## src/rtl/uart_pkg.sv

```systemverilog
`default_nettype none
// ============================================================================
// Module      : uart_pkg
// Description : Shared definitions for the UART loading path: receiver FSM
//               state encoding, default clock/baud constants and the
//               clocks-per-bit helper used to size the bit timer.
// Revision    : 1.0 - initial release
// ============================================================================
package uart_pkg;

   localparam int DEFAULT_CLK_FREQ = 50_000_000;
   localparam int DEFAULT_BAUD     = 115_200;

   typedef enum logic [2:0] {
      ST_IDLE      = 3'd0,
      ST_START     = 3'd1,
      ST_DATA      = 3'd2,
      ST_STOP      = 3'd3,
      ST_PUSH      = 3'd4,
      ST_WAIT_HIGH = 3'd5
   } rx_state_e;

   // Integer divide; the result must be at least 4 so the half-bit
   // preload (CLKS_PER_BIT/2 - 1) stays positive.
   function automatic int clks_per_bit(input int clk_freq, input int baud);
      return clk_freq / baud;
   endfunction

endpackage : uart_pkg
`default_nettype wire

```

## src/rtl/uart_bit_timer.sv

```systemverilog
`default_nettype none
// ============================================================================
// Module      : uart_bit_timer
// Description : Loadable down-counter for UART bit timing. Counts down to
//               zero and holds there; o_expire is high while the count is 0.
//               Shared between the RX and TX sides.
// Ports       : clk, rst        - clock, synchronous active-high reset
//               i_load          - load i_load_val this cycle (wins over count)
//               i_load_val      - value to load
//               o_expire        - count has reached zero
// Revision    : 1.0 - initial release
// ============================================================================
module uart_bit_timer #(
   parameter int WIDTH = 9
) (
   input  logic             clk,
   input  logic             rst,
   input  logic             i_load,
   input  logic [WIDTH-1:0] i_load_val,
   output logic             o_expire
);

   logic [WIDTH-1:0] count_q;
   logic [WIDTH-1:0] count_d;

   always_comb begin
      count_d = count_q;
      if (i_load) begin
         count_d = i_load_val;
      end else if (count_q != '0) begin
         count_d = count_q - WIDTH'(1);
      end
   end

   always_ff @(posedge clk) begin
      if (rst) begin
         count_q <= '0;
      end else begin
         count_q <= count_d;
      end
   end

   assign o_expire = (count_q == '0);

endmodule : uart_bit_timer
`default_nettype wire

```

## src/rtl/uart_rx_byte_pusher.sv

```systemverilog
`default_nettype none
// ============================================================================
// Module      : uart_rx_byte_pusher
// Description : 8N1 UART receiver feeding the 8-in/256-out prefetch FIFO.
//               Each good byte is pushed with a one-cycle wr_en, bytes are
//               counted modulo BYTES_PER_WORD and word_done marks the last
//               byte of a FIFO word. Framing errors and dropped bytes are
//               reported through sticky flags cleared by clr_err.
// Ports       : clk, rst        - clock, synchronous active-high reset
//               uart_rx         - asynchronous serial input, idle high
//               wr_vld          - FIFO can accept a byte this cycle
//               wr_en, wr_data  - push strobe and byte to the FIFO
//               word_done       - pulse with the last byte of a word
//               byte_cnt        - bytes pushed in the current word
//               frame_err       - sticky, stop bit sampled low
//               overflow        - sticky, good byte dropped (wr_vld low)
//               clr_err         - clears both sticky flags
// Revision    : 1.0 - initial release
// ============================================================================
module uart_rx_byte_pusher
   import uart_pkg::*;
#(
   parameter  int CLK_FREQ       = DEFAULT_CLK_FREQ,
   parameter  int BAUD           = DEFAULT_BAUD,
   parameter  int BYTES_PER_WORD = 32,
   localparam int CNT_W          = $clog2(BYTES_PER_WORD)
) (
   input  logic             clk,
   input  logic             rst,
   input  logic             uart_rx,
   input  logic             wr_vld,
   output logic             wr_en,
   output logic [7:0]       wr_data,
   output logic             word_done,
   output logic [CNT_W-1:0] byte_cnt,
   output logic             frame_err,
   output logic             overflow,
   input  logic             clr_err
);

   localparam int               CLKS_PER_BIT = clks_per_bit(CLK_FREQ, BAUD);
   localparam int               TMR_W        = $clog2(CLKS_PER_BIT);
   // Half-bit preload puts every later sample in the middle of its bit.
   localparam logic [TMR_W-1:0] HALF_LOAD    = TMR_W'(CLKS_PER_BIT / 2 - 1);
   localparam logic [TMR_W-1:0] FULL_LOAD    = TMR_W'(CLKS_PER_BIT - 1);
   localparam logic [CNT_W-1:0] CNT_LAST     = CNT_W'(BYTES_PER_WORD - 1);

   // ------------------------------------------------------------------
   // Two-flop synchroniser, reset to the idle line level
   // ------------------------------------------------------------------
   logic sync1_q, sync1_d;
   logic rx_s_q,  rx_s_d;

   always_comb begin
      sync1_d = uart_rx;
      rx_s_d  = sync1_q;
   end

   always_ff @(posedge clk) begin
      if (rst) begin
         sync1_q <= 1'b1;
         rx_s_q  <= 1'b1;
      end else begin
         sync1_q <= sync1_d;
         rx_s_q  <= rx_s_d;
      end
   end

   // ------------------------------------------------------------------
   // Bit timer
   // ------------------------------------------------------------------
   logic             tmr_load;
   logic [TMR_W-1:0] tmr_val;
   logic             tmr_expire;

   uart_bit_timer #(
      .WIDTH      (TMR_W)
   ) u_bit_timer (
      .clk        (clk),
      .rst        (rst),
      .i_load     (tmr_load),
      .i_load_val (tmr_val),
      .o_expire   (tmr_expire)
   );

   // ------------------------------------------------------------------
   // Receive FSM and shift register
   // ------------------------------------------------------------------
   rx_state_e  state_q,   state_d;
   logic [2:0] bit_idx_q, bit_idx_d;
   logic [7:0] shreg_q,   shreg_d;
   logic       push;
   logic       frame_set;
   logic       ovf_set;

   always_comb begin
      state_d   = state_q;
      bit_idx_d = bit_idx_q;
      shreg_d   = shreg_q;
      tmr_load  = 1'b0;
      tmr_val   = '0;
      push      = 1'b0;
      frame_set = 1'b0;
      ovf_set   = 1'b0;

      case (state_q)
         ST_IDLE: begin
            if (!rx_s_q) begin
               state_d  = ST_START;
               tmr_load = 1'b1;
               tmr_val  = HALF_LOAD;
            end
         end
         ST_START: begin
            if (tmr_expire) begin
               if (!rx_s_q) begin
                  state_d   = ST_DATA;
                  tmr_load  = 1'b1;
                  tmr_val   = FULL_LOAD;
                  bit_idx_d = 3'd0;
               end else begin
                  // Line back high at mid start bit: a glitch, not a frame.
                  state_d = ST_IDLE;
               end
            end
         end
         ST_DATA: begin
            if (tmr_expire) begin
               // LSB arrives first, so shifting in at the top leaves the
               // byte correctly ordered after eight bits.
               shreg_d  = {rx_s_q, shreg_q[7:1]};
               tmr_load = 1'b1;
               tmr_val  = FULL_LOAD;
               if (bit_idx_q == 3'd7) begin
                  state_d = ST_STOP;
               end else begin
                  bit_idx_d = bit_idx_q + 3'd1;
               end
            end
         end
         ST_STOP: begin
            if (tmr_expire) begin
               if (rx_s_q) begin
                  state_d = ST_PUSH;
               end else begin
                  frame_set = 1'b1;
                  state_d   = ST_WAIT_HIGH;
               end
            end
         end
         ST_PUSH: begin
            // Single-cycle offer; the FIFO either takes it or it is lost.
            state_d = ST_IDLE;
            if (wr_vld) begin
               push = 1'b1;
            end else begin
               ovf_set = 1'b1;
            end
         end
         ST_WAIT_HIGH: begin
            // A held-low line (break) must not look like a new start bit.
            if (rx_s_q) begin
               state_d = ST_IDLE;
            end
         end
         default: begin
            state_d = ST_IDLE;
         end
      endcase
   end

   always_ff @(posedge clk) begin
      if (rst) begin
         state_q   <= ST_IDLE;
         bit_idx_q <= 3'd0;
         shreg_q   <= 8'h00;
      end else begin
         state_q   <= state_d;
         bit_idx_q <= bit_idx_d;
         shreg_q   <= shreg_d;
      end
   end

   // ------------------------------------------------------------------
   // Word counter and sticky error flags
   // ------------------------------------------------------------------
   logic [CNT_W-1:0] byte_cnt_q,  byte_cnt_d;
   logic             frame_err_q, frame_err_d;
   logic             overflow_q,  overflow_d;

   always_comb begin
      byte_cnt_d = byte_cnt_q;
      if (push) begin
         byte_cnt_d = (byte_cnt_q == CNT_LAST) ? '0 : byte_cnt_q + CNT_W'(1);
      end

      // A set event in the same cycle as clr_err keeps the flag set.
      frame_err_d = frame_err_q;
      if (frame_set) begin
         frame_err_d = 1'b1;
      end else if (clr_err) begin
         frame_err_d = 1'b0;
      end

      overflow_d = overflow_q;
      if (ovf_set) begin
         overflow_d = 1'b1;
      end else if (clr_err) begin
         overflow_d = 1'b0;
      end
   end

   always_ff @(posedge clk) begin
      if (rst) begin
         byte_cnt_q  <= '0;
         frame_err_q <= 1'b0;
         overflow_q  <= 1'b0;
      end else begin
         byte_cnt_q  <= byte_cnt_d;
         frame_err_q <= frame_err_d;
         overflow_q  <= overflow_d;
      end
   end

   // Gated with rst so a reset landing on the PUSH cycle emits nothing.
   assign wr_en     = push & ~rst;
   assign wr_data   = shreg_q;
   assign word_done = wr_en & (byte_cnt_q == CNT_LAST);
   assign byte_cnt  = byte_cnt_q;
   assign frame_err = frame_err_q;
   assign overflow  = overflow_q;

endmodule : uart_rx_byte_pusher
`default_nettype wire

```

## config.mk

```make
export PLATFORM = sky130hd
export DESIGN_NAME = uart_rx_byte_pusher
export DESIGN_NICKNAME = d
export VERILOG_FILES = /design/src/rtl/uart_pkg.sv /design/src/rtl/uart_bit_timer.sv /design/src/rtl/uart_rx_byte_pusher.sv
export SDC_FILE = /design/constraint.sdc
export NUM_CORES = 1
export LEC_CHECK = 0
export BUFFER_PORTS_ARGS = -buffer_cell sky130_fd_sc_hd__buf_4
export CAP_MARGIN = 20
export CORE_UTILIZATION = 33
export CTS_BUF_LIST = sky130_fd_sc_hd__clkbuf_8
export CTS_CLUSTER_SIZE = 40
export DETAILED_ROUTE_END_ITERATION = 6
export PLACE_DENSITY = 0.61
export SLEW_MARGIN = 20
export SYNTH_ARGS = -nofsm -noshare
export SYNTH_HDL_FRONTEND = slang
export SYNTH_SLANG_ARGS = --single-unit
```

## constraint.sdc

```tcl
create_clock -name clk -period 4.2 [get_ports clk]
set_clock_uncertainty 0.2 [all_clocks]
set_input_delay 0.21 -clock clk [delete_from_list [all_inputs] [get_ports clk]]
set_output_delay 0.21 -clock clk [all_outputs]
set_load 0.03 [all_outputs]
```

### Word-level counts from Yosys, hierarchy flattened

Cells that the tools add are included.

| word-level totals | value |
|---|---|
| register bits after elaboration | 32 |
| latch bits | 0 |
| bits in writable memories | 0 |
| memory bits (read-only) | 0 |
| input port bits | 5 |
| output and inout bits | 17 |
| logic and storage cells | 74 |
| memories | 0 |

| operators by class | value |
|---|---|
| add/subtract/negate cells | 3 |
| $mul | 0 |
| divide/modulo/power cells | 0 |
| order comparisons | 0 |
| equal/unequal tests | 15 |
| shift-type cells | 0 |
| multiplexer cells | 34 |
| bitwise operators | 3 |
| reductions and logical operators | 10 |

Operators with widths:

| cell | number |
|---|---|
| 9-bit two-way mux | 5 |
| 3-bit two-way mux | 10 |
| 9-bit one-hot mux with 3 select lines | 1 |
| 2-bit != test, second input constant | 8 |
| 3-bit one-hot mux with 5 select lines | 1 |
| 1-bit two-way mux | 12 |
| 3-bit equality test, second input constant | 3 |
| 9-bit zero test | 1 |
| 9-bit nonzero test | 1 |
| 9-bit by 1-bit subtractor with 9-bit output, second input constant | 1 |
| 8-bit two-way mux | 1 |
| 2-bit nonzero test | 4 |
| 3-bit by 2-bit equality test with 1-bit output, second input constant | 2 |
| 3-bit one-hot mux with 2 select lines | 1 |
| 6-bit AND reduction | 1 |
| 5-bit by 1-bit adder with 5-bit output, second input constant | 1 |
| 5-bit equality test, second input constant | 1 |
| 5-bit two-way mux | 1 |
| 5-bit AND reduction | 1 |
| 3-bit by 1-bit adder with 3-bit output, second input constant | 1 |
| 3-bit by 1-bit equality test with 1-bit output, second input constant | 1 |
| 3-bit zero test | 1 |
| 1-bit one-hot mux with 3 select lines | 1 |
| 1-bit AND | 2 |
| other kinds (3) | 3 |

### Depth between registers and ports, before layout

| logic depth | value |
|---|---|
| word-level depth | 4 |
| depth in mapped cells | 7 |
| mapped depth without buffers | 6 |

### By module

Synthesis repeated with hierarchy kept, for this count alone.

| unflattened totals | value |
|---|---|
| cell total of the unflattened synthesis | 179 |
| area, all modules | 1576.5 µm² |

Modules (own cells, without submodules):

| module | times used | cells each | area each (µm²) | seq. area each (µm²) |
|---|---|---|---|---|
| uart_rx_byte_pusher | 1 | 117 | 1062.3 | 460.4 |
| uart_bit_timer | 1 | 62 | 514.2 | 180.2 |

### Worst setup path after synthesis

Ideal clock, no wire load.

| timing path | value |
|---|---|
| path kind | register to register |
| start point | register u_bit_timer.count_q[0] |
| end point | register shreg_q[0] (netlist: wr_data[0]) |
| library setup time | 128 ps |
| arrival time | 1836 ps |
| data required time | 3872 ps |
| setup slack | 2036 ps |
| cell stages (with the launch flop) | 8 |
| path buffers | 1 |
| period minus slack after synthesis | 2164 ps |
| path through | dfxtp_1 inv_1 ha_1 or3b_1 buf_6 nor4_4 mux2i_1 nor2_1 |

| between the ends | value |
|---|---|
| cells in the longest elaborated chain, start to end | 2 |

RTL lines:

| element | line | text |
|---|---|---|
| start, declared | uart_bit_timer.sv:23 | `logic [WIDTH-1:0] count_q;` |
| start signal, assigned | uart_bit_timer.sv:39 | `count_q <= count_d;` |
| 9-bit zero test | uart_bit_timer.sv:43 | `assign o_expire = (count_q == '0);` |
| 2-bit AND reduction (no line) | n/a |  |
| end signal, assigned | uart_rx_byte_pusher.sv:180 | `shreg_q <= shreg_d;` |
| end, declared | uart_rx_byte_pusher.sv:91 | `logic [7:0] shreg_q, shreg_d;` |

No other way between the ends.
A chain may end at the register's enable or synchronous reset.

### Final worst setup path

Ends and elaborated chain as after synthesis.

==> summary.md <==
| Metric | Value |
|---|---|
| CP max FO | `8` |
| Routed WL | `2910 um` |
| Commonest non-fill, non-tap cells in the layout | `dfxtp_1, nor2_1, buf_4, a21oi_1, mux2i_1` |
| Yosys reg bits | `32` |
| CP Buf/Inv Count | `1` |
| Hpwl dp | `2012 um` |
| Commonest non-fill, non-tap cell in the layout | `dfxtp_1` |
| Fillers | `423` |
| Antenna diodes | `0` |
| Cells along the critical path | `inv_1, ha_1, or3b_1, nor4_4, mux2i_1, nor2_1` |
| Final net count | `198` |
| Post-synth cell types | `41` |
| Reg2reg setup slack | `1840 ps` |
| Ports | `22` |
| Mapped Nets | `177` |
| Dpl ws | `1858 ps` |
| Row cnt | `24` |
| Mapped Cells | `167` |
| Fin util | `41.03%` |
| Hold Path Class | `input pin to flop` |
| Post-route ant nets | `0` |
| Skew-Pair Late Insertion Delay | `280 ps` |
| Final std cells w/o fill | `241` |
| Status | `finished, final reports clean` |
| Endpoints failing setup | `0` |
| Die X | `69.40 um` |
| Fin crit share | `56.15%` |
| DR pass1 iterations | `4` |
| VDD IR max | `0.1811 mV` |
| Routability Congestion | `0.7974` |
| Post-Place Cells | `232` |
| Largest net degree at the start of global routing | `31` |
| DR iter-0 viols | `75` |
| Vias in the first global route | `1171` |
| EDFF count, synth | `0` |
| CP endpoint kind | `flop` |
| TNS Setup | `0 ps` |
| Sequential element share of the synthesized area | `42.74%` |
| Sequential cell area | `640.6 um^2` |
| Area grow syn2layout | `19.20%` |
| Min cycle time layout | `2358 ps` |
| P_leak | `0.6999 nW` |
| Final Max Slew Viols | `0` |
| Critical path's slowest cell | `nor4_4` |
| Syn avg cell area | `8.976 um^2` |
| Clk buf depth | `2` |
| Vias/cell | `5.237` |
| H-tree levels | `2` |
| All-Layer GR Usage | `13.34%` |
| Die ar. | `4816 um^2` |
| Crit path max-delay family | `simple AND/OR/NAND/NOR gates` |
| Die Y | `69.40 um` |
| Worst endpoint required time | `4160 ps` |
| Remaining DRCs | `0` |
| Fmax | `0.4241 GHz` |
| Fin. Hold Viols | `0` |
| RSZ-0062 raised after global routing | `no` |
| Worst Tran Pin Value | `813.7 ps` |
| Synthesized area | `1499 um^2` |
| Setup Buffers After CTS | `0` |
| Grt total ovfl | `0` |
| Layout cell share with drive strength beyond 1 | `18.52%` |
| First-pass GRT wire length | `5237 um` |
| CTS clock-pin slew for the worst setup and hold paths | `70 ps` |
| Final setup margin | `1842 ps` |
| Crit path kind | `flop to flop` |
| Crit path DAT | `2320 ps` |
| Yosys warnings | `0` |
| Top FF cell, synth | `dfxtp_1` |
| Initial antenna violation count | `0` |
| WL/cell | `12.07 um` |
| Multi-input logic area | `808.3 um^2` |
| CTS tree | `yes` |
| CP peak stage delay | `620 ps` |
| Pwr dens | `476.5 nW/um^2` |
| Port Buffers | `21` |
| CTS Sinks | `32` |
| Via count | `1262` |
| Max-Cap Viols | `0` |
| CTS Buf Count | `5` |
| Slew headroom | `45.25%` |
| Initial Util | `34.43%` |
| FFs w/ async S/R, synth | `0%` |
| Root Buffer Master | `clkbuf_8` |
| Placeable Area | `4354 um^2` |
| CP Launch Type | `flop` |
==> per-layer routing <==
layer / GRT usage, % / vias up / wire [um]
li1: - / 646 / -
met1: 18.11 / 583 / 1469
met2: 19.85 / 29 / 1235
met3: 3.779 / 4 / 165
met4: 5.442 / 0 / 40
met5: 0 / - / 0
==> stage by stage <==
| stage | power (mW) | hold WS [ps] | cell area, um^2 |
|---|---|---|---|
| after global placement | 0.6162 | 191.9 | 1683 |
| after CTS | 0.8587 | 0.6399 | 1787 |
| after global routing | 0.9105 | 9.188 | 1787 |
| after floorplan | 0.5818 | 113.8 | 1499 |
| after detailed placement | 0.6120 | 197.2 | 1683 |
| final | 0.8514 | 6.298 | 1787 |
==> final timing paths <==
path	startpoint	to	depth (start not counted)
hold / removal	clr_err	frame_err	3
setup reg to reg	u_bit_timer.count_q[0]	wr_data[0]	6
setup / recovery	u_bit_timer.count_q[0]	wr_data[0]	6
hold reg to reg	rx_s_d	rx_s_q	1
==> cell families (layout without fill, tap and decap cells) <==
| family | after synthesis | count (layout) | synth area share [%] |
|---|---|---|---|
| adders and majority gates | 5 | 5 | 4.174 |
| muxes | 12 | 12 | 8.097 |
| DFF | 32 | 32 | 42.74 |
| xor gates and xnor gates | 1 | 1 | 0.5844 |
| and+or+nand+nor | 70 | 70 | 26.54 |
| AOI/OAI and AO/OA | 36 | 36 | 14.52 |
| buffers and inverters | 11 | 33 | 3.338 |
==> state kept, by name (all words and copies together) (netlist names) <==
signal               count
frame_err                1
bit_idx_q                3
rx_s_d                   1
u_bit_timer.count_q      9
wr_data                  8
overflow                 1
rx_s_q                   1
byte_cnt                 5
state_q                  3
==> synthesized netlist by cell type (3+ instances only) <==
library cell / count / area (um^2)
dfxtp_1: 32 / 640.6
nor2_1: 24 / 90.09
a21oi_1: 14 / 70.07
mux2i_1: 11 / 110.1
o21ai_0: 8 / 40.04
clkbuf_1: 5 / 18.77
ha_1: 5 / 62.56
nand2_1: 5 / 18.77
nand3_1: 5 / 25.02
nor3_1: 5 / 25.02
nand2b_1: 4 / 25.02
nor3b_1: 4 / 30.03
nor4_1: 4 / 25.02
a31oi_1: 3 / 18.77
inv_1: 3 / 11.26
or2_2: 3 / 18.77
==> timing repair <==
item	CTS	global route
hold endpoints to repair	1	0
hold buffers	1	0
gates resized for setup	0	0
==> where the power goes <==
| part | switching [mW] | internal [mW] | leakage, nW |
|---|---|---|---|
| combinational | 0.137 | 0.101 | 0.391 |
| sequential | 0.0363 | 0.335 | 0.260 |
| clock | 0.112 | 0.131 | 0.0486 |
| total | 0.285 | 0.567 | 0.700 |
==> area by class of cell <==
cell class	instances	area share [%]
clock buffer	6	4.622
timing repair buffer	22	9.384
multi-input combinational	124	45.24
inverter	3	0.6303
tap	52	3.641
sequential	32	35.85
clock inverter	2	0.6303
==> worst register-to-register path, cell delays in order (launching register included) <==
cell     delay (ps)
dfxtp_1         320
inv_1            90
ha_1            200
or3b_1          500
nor4_4          620
mux2i_1         260
nor2_1           50
(Power assumes the default switching activity.)
